`config.mk`:
```
export PLATFORM = sky130hd
export DESIGN_NAME = uart_tx_arbiter_flat
export DESIGN_NICKNAME = d
export VERILOG_FILES = /design/src/rtl/uart_tx_arbiter_if.sv /design/src/rtl/uart_tx_arbiter.sv /design/src/flat_wrapper.sv
export SDC_FILE = /design/constraint.sdc
export NUM_CORES = 1
export LEC_CHECK = 0
export CORE_ASPECT_RATIO = 1.2
export CORE_MARGIN = 2
export CORE_UTILIZATION = 33
export CTS_CLUSTER_DIAMETER = 60
export DETAILED_ROUTE_END_ITERATION = 16
export GPL_TIMING_DRIVEN = 0
export PLACE_DENSITY = 0.57
export SETUP_SLACK_MARGIN = 0.15
export SLEW_MARGIN = 20
export SYNTH_ARGS = -nofsm -noshare
export SYNTH_HDL_FRONTEND = slang
export SYNTH_SLANG_ARGS = --single-unit
```
`constraint.sdc`:
```
create_clock -name clk -period 3.3 [get_ports clk]
set_input_delay 0.825 -clock clk [delete_from_list [all_inputs] [get_ports clk]]
set_output_delay 0.825 -clock clk [all_outputs]
set_load 0.02 [all_outputs]
```
`src/rtl/uart_tx_arbiter_if.sv`:
```
// Requester/transmitter bundle around the UART TX arbiter.
// Requesters sit on the master side; the arbiter is the slave.
interface uart_tx_arbiter_if #(
   parameter int NUM_REQ = 4
);
   localparam int GID_W = ($clog2(NUM_REQ) > 1) ? $clog2(NUM_REQ) : 1;

   logic [NUM_REQ-1:0]       req;
   logic [NUM_REQ-1:0][7:0]  req_data;
   logic [NUM_REQ-1:0]       ack;
   logic                     busy;
   logic [GID_W-1:0]         grant_id;
   logic [7:0]               tx_data;
   logic                     tx_valid;

   modport master (
      output req, req_data,
      input  ack, busy, grant_id, tx_data, tx_valid
   );

   modport slave (
      input  req, req_data,
      output ack, busy, grant_id, tx_data, tx_valid
   );
endinterface

```
`src/rtl/uart_tx_arbiter.sv`:
```
// Round-robin arbiter sharing one uart_tx between NUM_REQ byte producers.
// Frame length is timed locally from the baud parameters, followed by a
// one-bit idle gap before the next grant.
module uart_tx_arbiter #(
   parameter int NUM_REQ        = 4,
   parameter int BAUD_RATE      = 115_200,
   parameter int EXTERNAL_CLOCK = 50_000_000
) (
   input  logic             clk,
   input  logic             async_nreset,
   uart_tx_arbiter_if.slave bus
);
   localparam int CLKS_PER_BIT = EXTERNAL_CLOCK / BAUD_RATE;
   localparam int FRAME_CYCLES = 11 * CLKS_PER_BIT;
   localparam int GID_W        = ($clog2(NUM_REQ) > 1) ? $clog2(NUM_REQ) : 1;
   localparam int CNT_W        = $clog2(FRAME_CYCLES);

   localparam logic [1:0] S_IDLE = 2'd0;
   localparam logic [1:0] S_SEND = 2'd1;
   localparam logic [1:0] S_GAP  = 2'd2;

   logic [1:0]         state;
   logic [CNT_W-1:0]   cnt;
   logic [GID_W-1:0]   last;

   logic               hit_any, hit_hi;
   logic [GID_W-1:0]   pick_any, pick_hi, pick;
   logic [7:0]         byte_any, byte_hi, pick_byte;
   logic [NUM_REQ-1:0] hot_any, hot_hi, pick_hot;

   // Rotating priority: lowest set index above `last` wins, else lowest set
   // index overall. Scanning downward lets the last hit be the lowest index.
   always_comb begin
      hit_any  = 1'b0;
      hit_hi   = 1'b0;
      pick_any = '0;
      pick_hi  = '0;
      byte_any = '0;
      byte_hi  = '0;
      hot_any  = '0;
      hot_hi   = '0;
      for (int i = NUM_REQ - 1; i >= 0; i--) begin
         if (bus.req[i]) begin
            hit_any  = 1'b1;
            pick_any = GID_W'(i);
            byte_any = bus.req_data[i];
            hot_any  = NUM_REQ'(1) << i;
            if (i > int'(last)) begin
               hit_hi  = 1'b1;
               pick_hi = GID_W'(i);
               byte_hi = bus.req_data[i];
               hot_hi  = NUM_REQ'(1) << i;
            end
         end
      end
      pick      = hit_hi ? pick_hi : pick_any;
      pick_byte = hit_hi ? byte_hi : byte_any;
      pick_hot  = hit_hi ? hot_hi  : hot_any;
   end

   // Grant / frame / gap sequencing; every output is registered here.
   always_ff @(posedge clk or negedge async_nreset) begin
      if (!async_nreset) begin
         state        <= S_IDLE;
         cnt          <= '0;
         last         <= GID_W'(NUM_REQ - 1);
         bus.ack      <= '0;
         bus.busy     <= 1'b0;
         bus.grant_id <= '0;
         bus.tx_data  <= 8'h00;
         bus.tx_valid <= 1'b0;
      end else begin
         bus.ack <= '0;
         case (state)
            S_IDLE: begin
               if (hit_any) begin
                  bus.tx_data  <= pick_byte;
                  bus.tx_valid <= 1'b1;
                  bus.ack      <= pick_hot;
                  bus.grant_id <= pick;
                  bus.busy     <= 1'b1;
                  last         <= pick;
                  cnt          <= CNT_W'(FRAME_CYCLES - 1);
                  state        <= S_SEND;
               end
            end
            S_SEND: begin
               if (cnt == '0) begin
                  bus.tx_valid <= 1'b0;
                  cnt          <= CNT_W'(CLKS_PER_BIT - 1);
                  state        <= S_GAP;
               end else begin
                  cnt <= cnt - 1'b1;
               end
            end
            S_GAP: begin
               if (cnt == '0) begin
                  bus.busy <= 1'b0;
                  state    <= S_IDLE;
               end else begin
                  cnt <= cnt - 1'b1;
               end
            end
            default: begin
               bus.busy     <= 1'b0;
               bus.tx_valid <= 1'b0;
               state        <= S_IDLE;
            end
         endcase
      end
   end
endmodule

```
`src/flat_wrapper.sv`:
```
// flat-port wrapper written by rule: the top's interface ports become plain ports
module uart_tx_arbiter_flat 
#(
   parameter int NUM_REQ        = 4,
   parameter int BAUD_RATE      = 115_200,
   parameter int EXTERNAL_CLOCK = 50_000_000
)
  (clk, async_nreset, bus_req, bus_req_data, bus_ack, bus_busy, bus_grant_id, bus_tx_data, bus_tx_valid);
  uart_tx_arbiter_if #(.NUM_REQ(NUM_REQ)) bus_i ();
  input  logic clk;
  input  logic async_nreset;
  input wire logic [$bits(bus_i.req)-1:0] bus_req;
  input wire logic [$bits(bus_i.req_data)-1:0] bus_req_data;
  output wire logic [$bits(bus_i.ack)-1:0] bus_ack;
  output wire logic [$bits(bus_i.busy)-1:0] bus_busy;
  output wire logic [$bits(bus_i.grant_id)-1:0] bus_grant_id;
  output wire logic [$bits(bus_i.tx_data)-1:0] bus_tx_data;
  output wire logic [$bits(bus_i.tx_valid)-1:0] bus_tx_valid;
  assign bus_i.req = bus_req;
  assign bus_i.req_data = bus_req_data;
  assign bus_ack = bus_i.ack;
  assign bus_busy = bus_i.busy;
  assign bus_grant_id = bus_i.grant_id;
  assign bus_tx_data = bus_i.tx_data;
  assign bus_tx_valid = bus_i.tx_valid;
  uart_tx_arbiter #(.NUM_REQ(NUM_REQ), .BAUD_RATE(BAUD_RATE), .EXTERNAL_CLOCK(EXTERNAL_CLOCK)) u_core (.clk(clk), .async_nreset(async_nreset), .bus(bus_i));
endmodule
```
* Yosys cells after proc, flatten, opt, wreduce, memory -nomap -nowiden
Cells that the tools add are included.
** Storage, ports and cells
- Register bits :: 33
- Output and inout port bits :: 16
- Logic and storage cells :: 85
** Operators by class
- $add $sub $neg :: 1
- Magnitude comparators :: 3
- Equal/unequal tests :: 6
- Multiplexer cells :: 57
- Bitwise logic cells :: 2
- Reductions and logical operators :: 8
** Operators by type and width (count)
- $mux W8 :: 11
- $mux W4 :: 13
- $mux W13 :: 3
- $pmux W13 S3 :: 1
- $mux W2 :: 14
- $logic_not A13 Y1 :: 1
- $sub A13 B1 Y13 const B :: 1
- $mux W1 :: 12
- $reduce_and A3 Y1 :: 4
- $ne A2 B1 Y1 const B :: 3
- $pmux W1 S3 :: 2
- $pmux W2 S3 :: 1
- $gt A2 B2 Y1 const A :: 2
- $reduce_bool A3 Y1 :: 1
- $eq A2 B1 Y1 const B :: 1
- $eq A2 B2 Y1 const B :: 1
- $gt A1 B2 Y1 const A :: 1
- $logic_not A2 Y1 :: 1
- $ne A2 B2 Y1 const B :: 1
- $not A1 Y1 :: 2
- $reduce_and A2 Y1 :: 1

* Longest topological paths before layout
Gate-level depths: netlist of run 1.
- Word-level depth :: 10
- Depth in mapped cells :: 9
- Gate-level depth less buffers :: 7

* Worst setup path after synthesis of run 1
No wires, ideal clock.
- Path type :: input to register
- Start :: input bus_req[1]
- End :: register u_core.cnt[0]
- Library setup time :: 0.084 ns
- Data arrival time :: 2.455 ns
- Required time :: 3.216 ns
- Path slack :: 0.761 ns
- Stages on the path :: 6
- Buffers on the path :: 1
- Cells stage by stage :: clkbuf_1 nor4_1 a21oi_1 a21boi_1 o211ai_1 a21boi_0
** Between the ends
- Longest elaborated chain between the ends :: 4
** Ends and longest elaborated chain
- start: declaration :: RTL line flat_wrapper.sv:12 : input wire logic [$bits(bus_i.req)-1:0] bus_req;
- $mux W1 (2 in a row) :: RTL line uart_tx_arbiter.sv:43 : if (bus.req[i]) begin
- $ne A2 B1 Y1 (no line)
- $reduce_and A3 Y1 (no line)
- end signal: assignment :: RTL line uart_tx_arbiter.sv:83 : cnt <= CNT_W'(FRAME_CYCLES - 1);
- end signal: assignment :: RTL line uart_tx_arbiter.sv:90 : cnt <= CNT_W'(CLKS_PER_BIT - 1);
- end signal: assignment :: RTL line uart_tx_arbiter.sv:93 : cnt <= cnt - 1'b1;
- end: declaration :: RTL line uart_tx_arbiter.sv:23 : logic [CNT_W-1:0] cnt;
No other way between the ends.
A chain may end at the register's enable or synchronous reset.

* Worst setup path after layout of run 1
- Start :: input bus_req[3]
- End :: register u_core.cnt[0]
** Between the ends
- Longest elaborated chain between the ends :: 6
** Ends and longest elaborated chain (RTL line)
- $mux W1 (4 in a row) :: uart_tx_arbiter.sv:43
- $ne A2 B1 Y1 (no line)
- $reduce_and A3 Y1 (no line)
No other way between the ends.

==> results of run 1 <==
## sequential cells by signal, summed over array words and instances (netlist names)
register and cells:
u_core.bus.tx_data 8, u_core.last 2, u_core.bus.grant_id 2, u_core.cnt 13, u_core.bus.ack 4, u_core.bus.busy 1, u_core.bus.tx_valid 1, u_core.state 2
## stage by stage
stage / total power, W / TNS, ns / area (µm²) / instances
after global routing: 0.00275 / 0 / 3000 / 430
final: 0.00253 / 0 / 3000 / 430
after global placement: 0.00213 / -1.22 / 2860 / 421
after detailed placement: 0.00215 / 0 / 2880 / 422
after CTS: 0.00255 / 0 / 3000 / 430
after floorplan: 0.00164 / 0 / 2240 / 285
## final timing paths
kind,endpoint,depth (start not counted),slack [ns]
worst max-delay path,u_core.cnt[0],6,0.61
max in group asynchronous,u_core.last[0],2,2.44
min in group clk,u_core.bus.grant_id[1],2,0.48
worst min-delay path,u_core.cnt[10],1,0.38
worst max register to register,u_core.cnt[0],7,0.73
worst min register to register,u_core.bus.grant_id[1],2,0.48
## worst max-delay path: cells and delay by family
family / cells / cell delay, ns
AOI/OAI and AO/OA: 4 / 0.91
buffers and inverters: 1 / 0.52
and+or+nand+nor: 1 / 0.64
## per-layer routing
layer / track usage (%) / share of wire, %
met1: 22.9 / 45
met2: 32.1 / 49
met3: 4.42 / 5.5
met4: 5.46 / 0.92
met5: 0 / 0
## cell usage in the layout (no fill, tap or decap), types with 2 or more instances in the layout
| cell type | synthesis | final |
|---|---|---|
| buf_1 | 2 | 2 |
| dfrtp_1 | 31 | 31 |
| a22o_1 | 2 | 2 |
| nor3_1 | 4 | 4 |
| a21boi_0 | 3 | 3 |
| or4_1 | 4 | 4 |
| a21oi_1 | 24 | 24 |
| or2_2 | 4 | 4 |
| nand2b_1 | 7 | 7 |
| o21ai_1 | 2 | 2 |
| buf_2 | 1 | 2 |
| ha_1 | 5 | 5 |
| clkbuf_8 | 0 | 6 |
| nand4_1 | 2 | 2 |
| inv_1 | 10 | 10 |
| nand3b_1 | 2 | 2 |
| buf_6 | 2 | 2 |
| a21o_1 | 3 | 3 |
| nor2_1 | 29 | 29 |
| nand3_1 | 12 | 12 |
| a31oi_1 | 17 | 17 |
| clkdlybuf4s50_1 | 0 | 50 |
| dfstp_2 | 2 | 2 |
| o2111ai_1 | 3 | 3 |
| o22a_1 | 5 | 5 |
| or3_1 | 7 | 7 |
| clkbuf_1 | 16 | 17 |
| o22ai_1 | 19 | 19 |
| o211ai_1 | 2 | 2 |
| nand2_1 | 37 | 37 |
| and3_1 | 2 | 2 |
| o21ai_0 | 8 | 8 |
| o21a_1 | 2 | 2 |
| a22oi_1 | 3 | 3 |
## report_power, final
part / leakage [nW] / switching [W] / internal (W)
Sequential: 0.400 / 0.000131 / 0.000588
Combinational: 0.740 / 0.000804 / 0.000609
Clock: 0.0585 / 0.000154 / 0.000246
## cell families (layout without fill, tap and decap cells)
group,after synthesis,in the layout
muxes,1,1
buffers and inverters,31,91
and+or+nand+nor,116,116
adders and majority gates,5,5
AOI/OAI and AO/OA,99,99
DFF,33,33
## final cells by class
type	instances	share of cell area, %
Multi-Input combinational cell	221	42.9
Sequential cell	33	27.7
Clock buffer	7	2.88
Tap cell	85	3.55
Buffer	21	3.17
Inverter	10	1.25
Clock inverter	1	1.00
Timing Repair Buffer	52	17.5
==> results.sh, run 1 <==
export IMPL_fp_dieW_um=79.2
export IMPL_synthArstFlopShare_pct=100
export IMPL_slew_violations=0
export IMPL_synthTopCellsByCount="37 x nand2_1, 31 x dfrtp_1, 29 x nor2_1"
export IMPL_rows=32
export IMPL_vias_per_cell=5.51
export IMPL_start_kind="input port"
export IMPL_drc=0
export IMPL_die_area_um2=7470
export IMPL_routed_wirelength_um=6630
export IMPL_postCtsSetupBuffers=0
export IMPL_io_pins=54
export IMPL_antenna_cells=0
export IMPL_synth_ff_type="dfrtp_1"
export IMPL_yosysTopAreaCell="dfrtp_1"
export IMPL_drt_iter0_drc=158
export IMPL_yosysMostFrequentCell="nand2_1"
export IMPL_initial_core_util_pct=34.5
export IMPL_outcome="finished clean"
export IMPL_period_share_pct=81.6
export IMPL_synth_top_area_share_pct=34.6
export IMPL_clockBufferDepth=2
export IMPL_synth_top_family_by_area="compound AO/OA/AOI/OAI gates"
export IMPL_ant_nets=0
export IMPL_maxCapViolCount=0
export IMPL_slowest_stage="nor4_2"
export IMPL_cts_sinks=33
export IMPL_critical_path_arrival_ns=2.89
export IMPL_drive_gt1_share_pct=6.96
export IMPL_multi_input_area_um2=1290
export IMPL_final_util_pct=46.2
export IMPL_hold_viol=0
export IMPL_crit_start="bus_req[3]"
export IMPL_max_freq_mhz=371
export IMPL_min_period_ns=2.69
export IMPL_cts_buffers=5
export IMPL_synth_simple_area_share_pct=24.9
export IMPL_clk_pin_slew_worst_paths_ns=0.08
export IMPL_synthesis_nets=328
export IMPL_syn_instance_count=285
export IMPL_rsz0062_at_grt="false"
export IMPL_synth_distinct_cells=44
export IMPL_synth_fa_ha_area_share_pct=2.79
export IMPL_hold_class="input port to async pin"
export IMPL_worst_slew_pin_slew_ns=0.776
export IMPL_synth_edf_count=0
export IMPL_p_per_area_nw_per_um2=846
export IMPL_synth_xor_xnor_area_share_pct=0
export IMPL_setup_slack_ns=0.606
export IMPL_core_um2=6490
export IMPL_synth_compound_area_share_pct=28.9
export IMPL_final_nets=387
export IMPL_area_growth_pct=33.7
export IMPL_grt_overflow=0
export IMPL_vias=2371
export IMPL_ys_seq_elements=33
export IMPL_io_buffers=51
export IMPL_cts_tree="done"
export IMPL_setup_viol=0
export IMPL_yosysWarnings=0
export IMPL_cpPeakStageDelay_ns=0.64
export IMPL_timing_hold_ws_ns=0.378
export IMPL_ctsResizeCount=0
export IMPL_grt_pass1_wl_um=11200
export IMPL_cp_cell_sequence="clkdlybuf4s50_1 > nor4_2 > a21oi_1 > a21boi_1 > o211ai_1 > a21boi_0"
export IMPL_die_h_um=94.3
export IMPL_grt_usage_pct=18.6
export IMPL_cp_end_kind="register"
export IMPL_max_vdd_ir_drop_mv=0.436
export IMPL_grt_pass1_vias=2406
export IMPL_hold_buffers=0
export IMPL_place_ws_ns=0.295
export IMPL_cts_root_buf="clkbuf_8"
export IMPL_ff_latch_area_um2=828
export IMPL_yosysSeqAreaShare_pct=37.0
export IMPL_synthMuxAreaShare_pct=0.503
export IMPL_clk_insertion_delay_late_ns=0.29
export IMPL_place_gp_congestion=0.883
export IMPL_cp_required_ns=3.50
export IMPL_htreeDepth=2
export IMPL_nFillCells=682
export IMPL_grt_max_degree=27
export IMPL_slew_limit_headroom_pct=48.1
export IMPL_antenna_found_initial=0
export IMPL_wl_per_cell_um=15.4
export IMPL_drtPass1Iterations=4
export IMPL_r2r_start="u_core.cnt[0]"
export IMPL_synth_area_um2=2240
export IMPL_path_class="input port to register"
export IMPL_crit_fanout=8
export IMPL_dpl_hpwl_um=4920
export IMPL_synth_area_leaders="dfrtp_1 35%, nand2_1 6.2%, a21oi_1 5.4%"
export IMPL_p_leak_nw=1.20
export IMPL_avgSynthCellArea_um2=7.86
export IMPL_finalClockSkew_ns=0.0103
Power figures use the tool's default switching activity.
==> run 2: changes to the inputs <==
PLACE_DENSITY = 0.59   (was 0.57)
clock period = 2.3 ns   (was 3.3 ns; I/O delays follow)
==> results.sh, run 2 (synthesis results as in run 1) <==
export IMPL_nFillCells=666
export IMPL_p_per_area_nw_per_um2=1210
export IMPL_power_frac_seq_pct=27.3
export IMPL_grt_max_degree=27
export IMPL_rsz0062_at_grt="true"
export IMPL_drive_gt1_share_pct=16.0
export IMPL_final_util_pct=49.0
export IMPL_power_switching_share_pct=43.0
export IMPL_p_switching_w=0.00165
export IMPL_place_gp_congestion=0.876
export IMPL_cp_top_family="simple AND/OR/NAND/NOR gates"
export IMPL_io_buffers=51
export IMPL_clk_insertion_delay_late_ns=0.28
export IMPL_start_kind="register"
export IMPL_p_int_w=0.00219
export IMPL_drc=0
export IMPL_cp_end_kind="register"
export IMPL_layout_common_cells="49 x clkdlybuf4s50_1, 37 x nand2_1, 31 x dfrtp_1"
export IMPL_slowest_stage="or4_4"
export IMPL_violations="setup timing"
export IMPL_htreeDepth=2
export IMPL_finalClockSkew_ns=0.00610
export IMPL_numPlacedInstances=422
export IMPL_area_growth_pct=41.8
export IMPL_cp_required_ns=2.47
export IMPL_grt_pass1_wl_um=11000
export IMPL_hold_class="input port to async pin"
export IMPL_drt_iter0_drc=133
export IMPL_path_buf_inv=3
export IMPL_wl_met2_um=3470
export IMPL_cts_buffers=5
export IMPL_grt_overflow=0
export IMPL_vias_per_cell=5.47
export IMPL_r2r_slack_ns=-0.07
export IMPL_setup_slack_ns=-0.0662
export IMPL_initial_core_util_pct=34.5
export IMPL_grt_pass1_vias=2327
export IMPL_p_leak_nw=1.32
export IMPL_die_area_um2=7470
export IMPL_drtPass1Iterations=4
export IMPL_min_period_ns=2.37
export IMPL_io_pins=54
export IMPL_die_h_um=94.3
export IMPL_grt_usage_pct=18.4
export IMPL_worst_slew_pin_slew_ns=0.786
export IMPL_pwr_share_clk_pct=15.0
export IMPL_top_regs="u_core.cnt x13, u_core.bus.tx_data x8, u_core.bus.ack x4"
export IMPL_cp_cell_sequence="inv_2 > ha_1 > or4b_4 > or4_4 > buf_8 > buf_4 > a21o_1 > o22a_1"
export IMPL_dr_max_layer_used="met4"
export IMPL_multi_input_area_um2=1360
export IMPL_cts_root_buf="clkbuf_8"
export IMPL_combPwrFrac_pct=57.6
export IMPL_routed_wirelength_um=6820
export IMPL_hold_viol=0
export IMPL_largest_reg_flops=13
export IMPL_final_nets=399
export IMPL_period_share_pct=103
export IMPL_clockBufferDepth=2
export IMPL_cts_sinks=33
export IMPL_cts_tree="done"
export IMPL_slew_limit_headroom_pct=47.4
export IMPL_post_layout_nonfiller_instances=442
export IMPL_clk_pin_slew_worst_paths_ns=0.07
export IMPL_critical_path_arrival_ns=2.54
export IMPL_vias=2417
export IMPL_ff_latch_area_um2=828
export IMPL_wl_per_cell_um=15.4
export IMPL_path_class="register to register"
export IMPL_crit_fanout=6
export IMPL_core_um2=6490
export IMPL_timing_hold_ws_ns=0.136
export IMPL_dpl_hpwl_um=4780
export IMPL_antenna_cells=0
export IMPL_finalPower_w=0.00385
export IMPL_outcome="finished with violations"
export IMPL_mostFrequentLayoutCell="clkdlybuf4s50_1"
export IMPL_slew_violations=0
export IMPL_antenna_found_initial=0
export IMPL_max_vdd_ir_drop_mv=0.525
export IMPL_top_register="u_core.cnt"
export IMPL_maxCapViolCount=0
export IMPL_max_freq_mhz=423
export IMPL_rows=32
export IMPL_wl_met1_um=2950
export IMPL_setup_viol=12
export IMPL_cpPeakStageDelay_ns=0.50
export IMPL_ant_nets=0
export IMPL_wl_met3_um=338
export IMPL_fp_dieW_um=79.2
-- run 2: cell types whose count changed in the layout (fill, tap and decap cells not counted), moves of 2 or more --
cell / previous run / this run
buf_4: 0 / 12
clkbuf_1: 17 / 9
clkbuf_2: 0 / 8
a21oi_1: 24 / 21
a21oi_2: 0 / 3
o21ai_0: 8 / 5
o21ai_1: 2 / 5
inv_1: 10 / 8
inv_2: 0 / 2
nor4_4: 0 / 2
or4_1: 4 / 2
or4_4: 0 / 2
-- run 2: worst reg2reg max path, stage by stage (launching register included) --
cell and delay (ns):
dfrtp_1 0.39, inv_2 0.07, ha_1 0.14, or4b_4 0.47, or4_4 0.50, buf_8 0.16
buf_4 0.13, a21o_1 0.20, o22a_1 0.20
-- run 2: cell type report --
type	count	share of cell area, %
Buffer	21	3.43
Clock buffer	7	2.72
Clock inverter	1	0.945
Inverter	10	1.18
Multi-Input combinational cell	221	42.9
Sequential cell	33	26.1
Tap cell	85	3.35
Timing Repair Buffer	64	19.4
-- run 2: worst paths after layout --
kind,endpoint,cells past startpoint,startpoint
max,u_core.bus.busy,8,u_core.cnt[0]
min,u_core.cnt[10],1,async_nreset
max reg2reg,u_core.bus.busy,8,u_core.cnt[0]
min reg2reg,u_core.bus.grant_id[1],2,u_core.bus.grant_id[1]
max in group asynchronous,u_core.last[0],2,async_nreset
min in group clk,u_core.bus.grant_id[1],2,u_core.bus.grant_id[1]
-- run 2: power by group through the flow --
stage / Clock [W] / Combinational (W) / Sequential, W
floorplan: 0 / 0.00120 / 0.00116
global placement: 0 / 0.00201 / 0.00104
detailed placement: 0 / 0.00202 / 0.00104
CTS: 0.000587 / 0.00215 / 0.00104
global route: 0.000616 / 0.00243 / 0.00109
finish: 0.000578 / 0.00222 / 0.00105
-- run 2: timing repair --
| action | CTS | global route |
|---|---|---|
| endpoints found under the hold margin | 0 | 0 |
| setup buffers | 5 | 6 |
| pin swaps | 6 | 5 |
| endpoints found under the setup margin | 28 | 29 |
| gates cloned | 1 | 0 |
| gates resized for setup | 14 | 21 |
| hold buffers | 0 | 0 |
-- run 2: per-layer routing --
| layer | GRT usage (%) | up-vias |
|---|---|---|
| met5 | 0 | - |
| met4 | 5.32 | 0 |
| met3 | 3.75 | 6 |
| met2 | 32.8 | 71 |
| met1 | 22.1 | 1147 |
| li1 | - | 1193 |
-- run 2: metrics by stage --
step | worst slack [ns] | cell area [µm²] | TNS [ns]
floorplan | 0.0722 | 2250 | 0
global placement | -0.431 | 2860 | -11.91
detailed placement | -0.460 | 2880 | -7.87
CTS | -0.0308 | 3090 | -0.205
global route | -0.161 | 3180 | -1.72
finish | -0.0662 | 3180 | -0.431
